File: src/rtl/cr_kme_fifo_writer.sv
// rtl/cr_kme_fifo_writer.sv - serialises NUM_WORDS x 32-bit blocks into 34-bit {sot,eot,data} FIFO words
// Keeps a saturating stall-cycle counter and a sticky FIFO overflow flag.
module cr_kme_fifo_writer #(
   parameter int NUM_WORDS = 4,
   parameter int CNT_W     = 16
) (
   input  logic                   clk,
   input  logic                   rst,
   input  logic                   blk_valid,
   output logic                   blk_ready,
   input  logic [32*NUM_WORDS-1:0] blk_data,
   output logic [33:0]            fifo_in,
   output logic                   fifo_in_valid,
   input  logic                   fifo_in_stall,
   input  logic                   fifo_overflow,
   input  logic                   clr_stats,
   output logic                   busy,
   output logic [CNT_W-1:0]       stall_cnt,
   output logic                   ovf_sticky
);

   localparam int IDX_W = $clog2(NUM_WORDS);
   localparam logic [IDX_W-1:0] LAST_IDX = IDX_W'(NUM_WORDS - 1);

   typedef enum logic {IDLE, SEND} state_t;

   state_t                   state;
   state_t                   state_nxt;
   logic [IDX_W-1:0]         idx;
   logic [32*NUM_WORDS-1:0]  shreg;
   logic                     last_word;
   logic                     write;
   logic                     accept;

   assign last_word = (idx == LAST_IDX);
   assign write     = fifo_in_valid;
   assign accept    = blk_valid & blk_ready;

   always_ff @(posedge clk) begin
      if (rst) begin
         state <= IDLE;
      end else begin
         state <= state_nxt;
      end
   end

   // A new block on the last-word write keeps us in SEND with no bubble.
   always_comb begin
      state_nxt = state;
      case (state)
         IDLE: if (blk_valid) state_nxt = SEND;
         SEND: if (write && last_word && !blk_valid) state_nxt = IDLE;
         default: state_nxt = IDLE;
      endcase
   end

   always_comb begin
      busy          = 1'b0;
      blk_ready     = 1'b0;
      fifo_in       = '0;
      fifo_in_valid = 1'b0;
      case (state)
         IDLE: begin
            blk_ready = ~rst;
         end
         SEND: begin
            busy          = 1'b1;
            fifo_in       = {(idx == '0), last_word, shreg[31:0]};
            fifo_in_valid = ~rst & ~fifo_in_stall;
            blk_ready     = ~rst & ~fifo_in_stall & last_word;
         end
         default: ;
      endcase
   end

   always_ff @(posedge clk) begin
      if (rst) begin
         idx   <= '0;
         shreg <= '0;
      end else if (accept) begin
         shreg <= blk_data;
         idx   <= '0;
      end else if (write) begin
         shreg <= {32'h0, shreg[32*NUM_WORDS-1:32]};
         idx   <= last_word ? '0 : idx + IDX_W'(1);
      end
   end

   always_ff @(posedge clk) begin
      if (rst) begin
         stall_cnt  <= '0;
         ovf_sticky <= 1'b0;
      end else begin
         if (clr_stats) begin
            stall_cnt <= '0;
         end else if (busy && fifo_in_stall && !(&stall_cnt)) begin
            stall_cnt <= stall_cnt + CNT_W'(1);
         end
         // Overflow set wins over a same-cycle clear.
         if (fifo_overflow) begin
            ovf_sticky <= 1'b1;
         end else if (clr_stats) begin
            ovf_sticky <= 1'b0;
         end
      end
   end

endmodule

File: config.mk
export PLATFORM = sky130hd
export DESIGN_NAME = cr_kme_fifo_writer
export DESIGN_NICKNAME = d
export VERILOG_FILES = /design/src/rtl/cr_kme_fifo_writer.sv
export SDC_FILE = /design/constraint.sdc
export NUM_CORES = 1
export LEC_CHECK = 0
export BUFFER_PORTS_ARGS = -buffer_cell sky130_fd_sc_hd__buf_2
export CAP_MARGIN = 5
export CORE_MARGIN = 10
export CORE_UTILIZATION = 56
export CTS_CLUSTER_SIZE = 40
export DETAILED_ROUTE_END_ITERATION = 8
export GPL_ROUTABILITY_DRIVEN = 0
export GPL_TIMING_DRIVEN = 0
export PLACE_DENSITY = 0.94
export SYNTH_ARGS = -nofsm -noshare
export SYNTH_HDL_FRONTEND = slang
export SYNTH_SLANG_ARGS = --single-unit
File: constraint.sdc
create_clock -name clk -period 3.72 [get_ports clk]
set_input_delay 0.372 -clock clk [delete_from_list [all_inputs] [get_ports clk]]
set_output_delay 0.372 -clock clk [all_outputs]
set_load 0.05 [all_outputs]
==> results of run 1 <==
==> worst max-delay path, cell delays in order <==
cell	delay (ns)
buf_2	0.09
clkbuf_1	0.45
clkbuf_1	0.58
clkbuf_1	0.46
a21oi_1	0.06
buf_2	0.23
==> cell usage after synthesis, types with 2 or more instances <==
| cell type | count |
|---|---|
| o31ai_1 | 4 |
| clkbuf_1 | 40 |
| nand3_1 | 38 |
| buf_4 | 10 |
| o21ai_0 | 4 |
| inv_1 | 8 |
| dfxtp_1 | 148 |
| nand4_1 | 10 |
| a21oi_1 | 48 |
| o41ai_1 | 2 |
| and2_1 | 36 |
| or3_1 | 6 |
| buf_2 | 22 |
| mux2i_1 | 2 |
| nand2_1 | 234 |
| buf_6 | 2 |
| or4_1 | 5 |
| nor3_1 | 8 |
| a311oi_2 | 10 |
| a31oi_1 | 3 |
| ha_1 | 3 |
| and4_1 | 2 |
| a311oi_1 | 87 |
| nor2_1 | 103 |
| and3_1 | 2 |
==> layout by cell type (no fill, tap or decap), types with 10 or more instances in the layout <==
cell type    n
nand2_1    234
a311oi_2    10
nand4_1     10
buf_4       10
nor2_1     103
clkbuf_1    40
dfxtp_1    148
and2_1      36
a311oi_1    87
clkbuf_16   17
nand3_1     38
buf_2      209
a21oi_1     48
==> area by class of cell <==
| type | count | share of cell area (%) |
|---|---|---|
| buffer | 75 | 4.37 |
| timing repair buffer | 187 | 11.3 |
| inverter | 9 | 0.467 |
| clock buffer | 17 | 5.12 |
| clock inverter | 15 | 1.45 |
| sequential | 148 | 35.7 |
| multi-input combinational | 617 | 39.4 |
| tap | 143 | 2.16 |
| antenna | 3 | 0.0904 |
==> metrics by stage <==
step | area (um2) | total power [mW] | hold WS (ns) | std cells | setup slack, ns
final | 8300 | 3.75 | 0.146 | 1214 | 1.08
after CTS | 8290 | 3.73 | 0.141 | 1211 | 1.16
after floorplan | 6630 | 2.01 | 0.448 | 849 | 1.63
after global placement | 7750 | 2.16 | 0.455 | 1179 | 1.16
after global routing | 8300 | 3.85 | 0.163 | 1214 | 0.998
after detailed placement | 7750 | 2.18 | 0.460 | 1179 | 1.17
==> kinds of logic after synthesis <==
| kind of cell | share of synthesized area, % |
|---|---|
| AOI/OAI and AO/OA | 19.4 |
| adders and majority gates | 0.566 |
| buffers and inverters | 6.05 |
| DFF | 44.7 |
| muxes | 0.302 |
| and+or+nand+nor | 29.0 |
==> how the worst min path moves through the flow <==
| stage | slack [ns] | end | cells after the start |
|---|---|---|---|
| finish | 0.15 | ovf_sticky | 3 |
| global route | 0.16 | ovf_sticky | 3 |
| CTS | 0.14 | ovf_sticky | 3 |
| detailed placement | 0.46 | shreg[120] | 2 |
| global placement | 0.45 | shreg[105] | 2 |
| floorplan | 0.45 | shreg[100] | 2 |
==> layer usage <==
layer / global-route usage, % / wire length [um]
met3: 6.86 / 2380
met4: 12.0 / 755
met5: 0 / 0
met1: 31.2 / 8570
met2: 42.8 / 10400
==> registers in the layout, summed over array words and instances (netlist names) <==
register	cells
ovf_sticky	1
state	1
stall_cnt	16
idx	2
shreg	128
==> power breakdown <==
part	switching (mW)	total (mW)	internal (mW)
clock network	0.727	1.59	0.865
registers	0.0465	1.72	1.67
logic	0.279	0.438	0.158
total	1.05	3.75	2.70
==> metrics.txt, run 1 <==
CP endpoint kind=output pin; IO Port Bufs=187; P per Cell Area=452 nW/um2; status=completed; setup violators final=0; drt total wl=22.1 mm; num rows=39; via count=7213; largest net degree at the start of global routing=17; crit path to=blk_ready; Core ar.=11500 um2; die footprint=16600 um2; Top FF cell, synth=dfxtp_1; worst-margin pin slew=0.673 ns; register bit total from synthesis=148; Overall Global Routing Usage=26.0%; cts bufs inserted=17; initial drt markers=967; clock transition at the registers of the reported paths=0.06 ns; Worst VDD drop=0.330 mV; crit path DAT=2.26 ns; Gate Count Post-Synth=849; post-DP HPWL=16.5 mm; GRT overflow=0; post-synth top area cell=dfxtp_1; Setup crit start=rst; # DRC=0; top-area cell type share of the netlist area=44.7%; ys async rst share=0%; Worst Hold Class=input pin to register; post-route ant nets=0; final setup TNS=0 ns; Worst setup SP type=input pin; Final period util=70.9%; post-cts sizing count=0; post-synth net total=986; post-synthesis cell area=6630 um2; Critical Path Fanout Max=10; sequential share of the synthesized area=44.7%; H-Tree Depth=4; multi-input logic area=3270 um2; Synthesis Warnings=0; ratio of cells with drive above 1 in the final layout=25.0%; r2r startpoint=idx[0]; Critical Path RT=3.35 ns; leakage=3.31 nW; CTS Sinks=148; synthesized area per cell=7.81 um2; R2R depth=6; max_slew headroom=55.1%; register area=2960 um2; Final min period=2.64 ns; Final Skew=0.00707 ns; initial antenna violation count=3; synthesis-to-layout area growth=25.1%; post-layout util=72.1%; reg-to-reg endpoint=shreg[66]; NumNets Final=1192; Wirelength per Cell=18.2 um; max-cap viol count=0; Fillers=905; number of synthesized flops with an enable pin=0; CTS tree=built; Ports=188; worst skew pair latency=0.43 ns; TritonRoute pass-1 iters=6; vias per cell=5.94; Post-CTS Hold Fix Bufs=0; hold_sp=fifo_overflow; final slew viol count=0; setup bufs post-CTS=0; RSZ-0062 raised after global routing=false; Final Hold Violating Endpoints=0; CTS root buf=clkbuf_16; WS Path Type=input pin to output pin; FF-to-FF setup slack=1.38 ns; vias in the first global route=6936; ranking of synthesized cells by area=dfxtp_1 45%, nand2_1 13%, a311oi_1 11%, nor2_1 5.8%, a21oi_1 3.6%; die height=129 um; fmax=379 MHz; first-pass GRT wire length=34.6 mm; effective utilization at floorplan=57.6%; Max Root-Sink Buffers=2; synth unique cells=37; die width=129 um
Power figures use the tool's default switching activity.
==> run 2: changes to the inputs <==
--- a/config.mk
+++ b/config.mk
@@ -5,15 +5,16 @@
 export SDC_FILE = /design/constraint.sdc
 export NUM_CORES = 1
 export LEC_CHECK = 0
+export ABC_AREA = 1
 export BUFFER_PORTS_ARGS = -buffer_cell sky130_fd_sc_hd__buf_2
 export CAP_MARGIN = 5
 export CORE_MARGIN = 10
-export CORE_UTILIZATION = 56
+export CORE_UTILIZATION = 53
 export CTS_CLUSTER_SIZE = 40
 export DETAILED_ROUTE_END_ITERATION = 8
 export GPL_ROUTABILITY_DRIVEN = 0
 export GPL_TIMING_DRIVEN = 0
-export PLACE_DENSITY = 0.94
+export PLACE_DENSITY = 0.89
 export SYNTH_ARGS = -nofsm -noshare
 export SYNTH_HDL_FRONTEND = slang
 export SYNTH_SLANG_ARGS = --single-unit
==> constraint.sdc (replaced) <==
create_clock -name clk -period 2.6 [get_ports clk]
set_input_delay 0.26 -clock clk [delete_from_list [all_inputs] [get_ports clk]]
set_output_delay 0.26 -clock clk [all_outputs]
set_load 0.05 [all_outputs]
==> metrics.txt, run 2 <==
Setup crit start=state (was rst); RSZ-0062 raised after global routing=false (unchanged); P per Cell Area=664 nW/um2 (was 452 nW/um2); placed cell areas=8160 um2 (was 7750 um2); number of synthesized flops with an enable pin=0 (unchanged); effective utilization at floorplan=54.9% (was 57.6%); first-pass GRT wire length=35.1 mm (was 34.6 mm); # DRC=0 (unchanged); Placement Setup Slack=0.761 ns (was 1.17 ns); Worst VDD drop=0.418 mV (was 0.330 mV); Ports=188 (unchanged); Wirelength per Cell=15.7 um (was 18.2 um); Final Hold Violating Endpoints=0 (unchanged); Final min period=2.30 ns; largest net degree at the start of global routing=17 (unchanged); Worst path slowest cell=buf_1 (was clkbuf_1); CTS tree=built (unchanged); num rows=41 (was 39); Top FF cell, synth=dfxtp_1 (unchanged); FF-to-FF setup slack=0.71 ns (was 1.38 ns); CP endpoint kind=output pin (unchanged); synth unique cells=27 (was 37); crit path DAT=2.04 ns (was 2.26 ns); GRT overflow=0 (unchanged); Critical Path Fanout Max=10 (unchanged); post-route ant nets=0 (unchanged); final slew viol count=0 (unchanged); die height=135 um (was 129 um); setup violators final=0 (unchanged); post-layout util=69.0% (was 72.1%); Power Total=5.85 mW (was 3.75 mW); most used cell, CP=buf_2 (was clkbuf_1); TritonRoute pass-1 iters=6 (unchanged); Synth top cells by count=312 x nand2_1, 148 x dfxtp_1, 143 x a21oi_1 (was 234 x nand2_1, 148 x dfxtp_1, 103 x nor2_1); Worst path top cell family by delay=buffers and inverters (unchanged); initial drt markers=688 (was 967); max-cap viol count=0 (unchanged); Cells after DPL=1386 (was 1179); Synthesis Warnings=0 (unchanged); final setup TNS=0 ns (unchanged); cts bufs inserted=17 (unchanged); final instance area=8810 um2 (was 8300 um2); H-Tree Depth=4 (unchanged); most common cell in the synthesized netlist=nand2_1 (unchanged); max_slew headroom=55.9% (was 55.1%); hold_sp=fifo_overflow (unchanged); Overall Global Routing Usage=23.7% (was 26.0%); M3 GR Usage=6.82% (was 6.86%); via count=7533 (was 7213); worst setup margin=0.305 ns (was 1.08 ns); post-synth top area cell=dfxtp_1 (unchanged); post-synthesis cell area=7020 um2 (was 6630 um2); sequential share of the synthesized area=42.2% (was 44.7%); Buf/Inv on CP=4 (was 5); worst-margin pin slew=0.661 ns (was 0.673 ns); Core ar.=12800 um2 (was 11500 um2); register bit total from synthesis=148 (unchanged); IO Port Bufs=186 (was 187); synthesized area per cell=6.83 um2 (was 7.81 um2); synthesis-to-layout area growth=25.6% (was 25.1%); drt total wl=22.2 mm (was 22.1 mm); Max Root-Sink Buffers=2 (unchanged); vias in the first global route=7160 (was 6936); fmax=436 MHz; WS Path Type=register to output pin (was input pin to output pin); commonest non-fill, non-tap cell in the layout=nand2_1 (unchanged); ranking of synthesized cells by area=dfxtp_1 42%, nand2_1 17%, a21oi_1 10%, nand3_1 10%, o21ai_1 5.8% (was dfxtp_1 45%, nand2_1 13%, a311oi_1 11%, nor2_1 5.8%, a21oi_1 3.6%); n_diodes=0 (was 3); ratio of cells with drive above 1 in the final layout=21.9% (was 25.0%); top-area cell type share of the netlist area=42.2% (was 44.7%); post-synth net total=1165 (was 986); clock transition at the registers of the reported paths=0.06 ns (about the same); setup bufs post-CTS=0 (unchanged); post-DP HPWL=16.9 mm (was 16.5 mm); CTS Sinks=148 (unchanged); initial antenna violation count=0 (was 3); vias per cell=5.31 (was 5.94); Gate Count Post-Synth=1028 (was 849); GRT busiest layer=met2 (unchanged); max incr delay on CP=0.47 ns (was 0.58 ns); die footprint=18200 um2 (was 16600 um2); post-cts sizing count=0 (unchanged); Worst Hold Class=input pin to register (unchanged); Non-Filler Instances=1418 (was 1214); Hold WS=0.0616 ns (was 0.146 ns); ys async rst share=0% (unchanged); max reg flops=128 (unchanged); most frequent cells in the layout=312 x nand2_1, 215 x buf_2, 148 x dfxtp_1 (was 234 x nand2_1, 209 x buf_2, 148 x dfxtp_1); Worst setup SP type=register (was input pin); met1 Track Usage GR=29.4% (was 31.2%); critical-path cell list=buf_2 -> buf_1 -> nand2_1 -> inv_1 -> buf_2 (was buf_2 -> clkbuf_1 -> clkbuf_1 -> clkbuf_1 -> a21oi_1 -> buf_2); largest registers=shreg: 128 flops, stall_cnt: 16 flops, idx: 2 flops (unchanged); met2 usage=38.2% (was 42.8%); Final Skew=0.00346 ns (was 0.00707 ns); NumNets Final=1370 (was 1192); CTS root buf=clkbuf_16 (unchanged); die width=135 um (was 129 um); r2r startpoint=idx[0] (unchanged); worst skew pair latency=0.43 ns (about the same); Final period util=88.3%; leakage=4.20 nW (was 3.31 nW); status=completed (unchanged); Reg with most FFs=shreg (unchanged); Critical Path RT=2.34 ns (was 3.35 ns); Post-CTS Hold Fix Bufs=0 (unchanged)
run 2: cell types whose count changed in the layout (fill, tap and decap cells not counted), moves of 36 or more:
| cell | previous run | this run |
|---|---|---|
| a311oi_1 | 87 | 0 |
| nand3_1 | 38 | 140 |
| inv_1 | 8 | 51 |
| and2_1 | 36 | 0 |
| o21ai_1 | 0 | 82 |
| nor2_1 | 103 | 26 |
| nand2_1 | 234 | 312 |
| a21oi_1 | 48 | 143 |
run 2: final timing paths:
check | end | depth (start not counted)
worst min-delay path | ovf_sticky | 2
worst min register to register | ovf_sticky | 1
worst max-delay path | fifo_in[26] | 5
worst max register to register | shreg[87] | 8
run 2: layout make-up:
type                            instances  area (um2)
Buffer                                 84         470
Clock buffer                           25         505
Clock inverter                          7         143
Fill cell                            1134        3960
Inverter                               53         199
Multi-Input combinational cell        743        3380
Sequential cell                       148        2960
Tap cell                              172         215
Timing Repair Buffer                  186         931
run 2: metal layers:
metal | up-vias | share of wire [%]
li1 | 3802 | -
met1 | 3341 | 43
met2 | 350 | 46
met3 | 40 | 8.3
met4 | 0 | 2.7
met5 | - | 0
run 2: cells by family after synthesis:
family,after synthesis,share of synthesized area [%]
simple gates,489,29.3
compound gates,244,17.5
flops,148,42.2
buf+inv,137,9.54
xor+xnor,7,0.874
fa+ha+maj,3,0.535
run 2: worst reg2reg max path, stage by stage (launching register included):
cell and delay [ns]:
dfxtp_1 0.38, ha_1 0.22, nand2_1 0.08, nand2_2 0.10
nand3_4 0.14, buf_6 0.20, buf_2 0.20, o21ai_1 0.34
a21oi_1 0.11
run 2: where the power goes:
part,internal [mW],switching [mW]
combinational,0.255,0.453
clock,1.74,0.954
sequential,2.39,0.0651
==> run 3: changes to the inputs <==
--- a/config.mk
+++ b/config.mk
@@ -8,7 +8,6 @@
 export ABC_AREA = 1
 export BUFFER_PORTS_ARGS = -buffer_cell sky130_fd_sc_hd__buf_2
 export CAP_MARGIN = 5
-export CORE_MARGIN = 10
 export CORE_UTILIZATION = 53
 export CTS_CLUSTER_SIZE = 40
 export DETAILED_ROUTE_END_ITERATION = 8
==> metrics.txt, run 3 (synthesis results as in run 2) <==
status=completed (unchanged); post-route ant nets=0 (unchanged); Worst VDD drop=0.446 mV (was 0.418 mV); IO Port Bufs=186 (unchanged); Overall Global Routing Usage=31.5% (was 23.7%); setup bufs post-CTS=0 (unchanged); Worst setup SP type=register (unchanged); CP endpoint kind=output pin (unchanged); critical-path cell list=buf_2 -> nand2_2 -> inv_2 -> buf_2 -> buf_2 (was buf_2 -> buf_1 -> nand2_1 -> inv_1 -> buf_2); max-cap viol count=0 (unchanged); Power Total=5.83 mW (was 5.85 mW); TritonRoute pass-1 iters=6 (unchanged); P per Cell Area=663 nW/um2 (was 664 nW/um2); most used cell, CP=buf_2 (unchanged); die height=117 um (was 135 um); setup violators final=0 (unchanged); vias in the first global route=6867 (was 7160); first-pass GRT wire length=32.9 mm (was 35.1 mm); Max Root-Sink Buffers=2 (unchanged); via count=7636 (was 7533); synthesis-to-layout area growth=25.5% (was 25.6%); largest net degree at the start of global routing=17 (unchanged); ratio of cells with drive above 1 in the final layout=22.2% (was 21.9%); drt total wl=20.9 mm (was 22.2 mm); GRT overflow=0 (unchanged); Reg with most FFs=shreg (unchanged); CTS tree=built (unchanged); num rows=41 (unchanged); Non-Filler Instances=1419 (was 1418); vias per cell=5.38 (was 5.31); max reg flops=128 (unchanged); Pint=4.34 mW (was 4.38 mW); Ports=188 (unchanged); FF-to-FF setup slack=0.76 ns (was 0.71 ns); worst-margin pin slew=0.690 ns (was 0.661 ns); clock transition at the registers of the reported paths=0.06 ns (about the same); max_slew headroom=54.0% (was 55.9%); initial drt markers=755 (was 688); Final Hold Violating Endpoints=0 (unchanged); NumNets Final=1370 (unchanged); most frequent cells in the layout=312 x nand2_1, 215 x buf_2, 148 x dfxtp_1 (unchanged); commonest non-fill, non-tap cell in the layout=nand2_1 (unchanged); CTS root buf=clkbuf_16 (unchanged); initial antenna violation count=1 (was 0); clock power share=45.7% (was 46.0%); die footprint=13700 um2 (was 18200 um2); fmax=440 MHz (was 436 MHz); multi-input logic area=3380 um2 (unchanged); Net Sw Frac=25.6% (was 25.2%); Core ar.=12800 um2 (unchanged); crit path to=fifo_in_valid (was fifo_in[26]); Post-CTS Hold Fix Bufs=0 (unchanged); register area=2960 um2 (unchanged); r2r startpoint=stall_cnt[0] (was idx[0]); combinational share of power=12.1% (about the same); Final min period=2.27 ns (was 2.30 ns); Worst Hold Class=input pin to register (unchanged); Final Skew=0.00658 ns (was 0.00346 ns); R2R depth=9 (was 8); post-DP HPWL=15.3 mm (was 16.9 mm); Fillers=1095 (was 1134); worst skew pair latency=0.42 ns (was 0.43 ns); sw power=1.50 mW (was 1.47 mW); post-cts sizing count=0 (unchanged); Wirelength per Cell=14.7 um (was 15.7 um); effective utilization at floorplan=54.9% (unchanged); Worst path top cell family by delay=buffers and inverters (unchanged); Cells after DPL=1386 (unchanged); Setup crit start=state (unchanged); cts bufs inserted=17 (unchanged); max incr delay on CP=0.33 ns (was 0.47 ns); WP depth=5 (unchanged); RSZ-0062 raised after global routing=false (unchanged); Final period util=87.4% (was 88.3%); largest registers=shreg: 128 flops, stall_cnt: 16 flops, idx: 2 flops (unchanged); final setup TNS=0 ns (unchanged); Reg power frac=42.1% (was 42.0%); # DRC=0 (unchanged); reg-to-reg endpoint=stall_cnt[10] (was shreg[87]); Worst path slowest cell=dfxtp_1 (was buf_1); final slew viol count=0 (unchanged); die width=117 um (was 135 um); Critical Path RT=2.34 ns (about the same); H-Tree Depth=4 (unchanged); CTS Sinks=148 (unchanged); crit path DAT=2.01 ns (was 2.04 ns); leakage=4.21 nW (was 4.20 nW); Critical Path Fanout Max=10 (unchanged); Buf/Inv on CP=4 (unchanged); WS Path Type=register to output pin (unchanged)
-- run 3: cell count changes in the layout (fill, tap and decap cells not counted), sizes merged --
cell / delta
clkinvlp: -1
diode: +1
bufinv: +1
clkbuf: -8
clkinv: +8
-- run 3: how the worst min path moves through the flow --
stage / cells past startpoint / slack (ns) / start / to
floorplan: 1 / 0.39 / fifo_overflow / ovf_sticky
global placement: 1 / 0.45 / ovf_sticky / ovf_sticky
detailed placement: 2 / 0.47 / shreg[114] / shreg[114]
CTS: 2 / 0.06 / fifo_overflow / ovf_sticky
global route: 2 / 0.06 / fifo_overflow / ovf_sticky
finish: 2 / 0.07 / fifo_overflow / ovf_sticky
-- run 3: area by class of cell --
cell class                      count  share of cell area [%]
Multi-Input combinational cell    743                    38.4
Sequential cell                   148                    33.7
Timing Repair Buffer              186                    10.6
Buffer                             84                    5.34
Clock buffer                       17                    4.83
Tap cell                          172                    2.44
Clock inverter                     15                    2.42
Inverter                           53                    2.26
Antenna cell                        1                  0.0284
-- run 3: worst register-to-register path: stages (launching register included) --
cell and delay, ns:
dfxtp_1 0.44, ha_1 0.29, inv_1 0.06, nor2_1 0.21
nand2_2 0.12, nor2_1 0.15, nor2_2 0.12, buf_4 0.19
nand2_1 0.08, a21oi_1 0.05
-- run 3: layer usage --
layer | vias to the layer above | wire length (um) | GRT usage (%)
li1 | 3799 | - | -
met1 | 3398 | 8720 | 39.0
met2 | 374 | 9780 | 52.2
met3 | 65 | 1590 | 5.92
met4 | 0 | 814 | 16.5
met5 | - | 0 | 0
-- run 3: through the flow --
step | area, um2 | setup WS (ns) | utilization [%] | hold slack (ns)
after floorplan | 7020 | 0.667 | - | 0.393
after global placement | 8160 | 0.848 | 63.9 | 0.453
after detailed placement | 8160 | 0.811 | 63.9 | 0.472
after CTS | 8800 | 0.366 | 68.9 | 0.0639
after global routing | 8800 | 0.259 | 68.9 | 0.0625
final | 8800 | 0.328 | 68.9 | 0.0711
-- run 3: power groups by stage --
stage	Sequential, mW	Combinational [mW]	Clock [mW]
finish	2.46	0.708	2.67
global route	2.47	0.778	2.79
CTS	2.45	0.698	2.67
detailed placement	2.50	0.690	0
global placement	2.50	0.676	0
floorplan	2.50	0.441	0
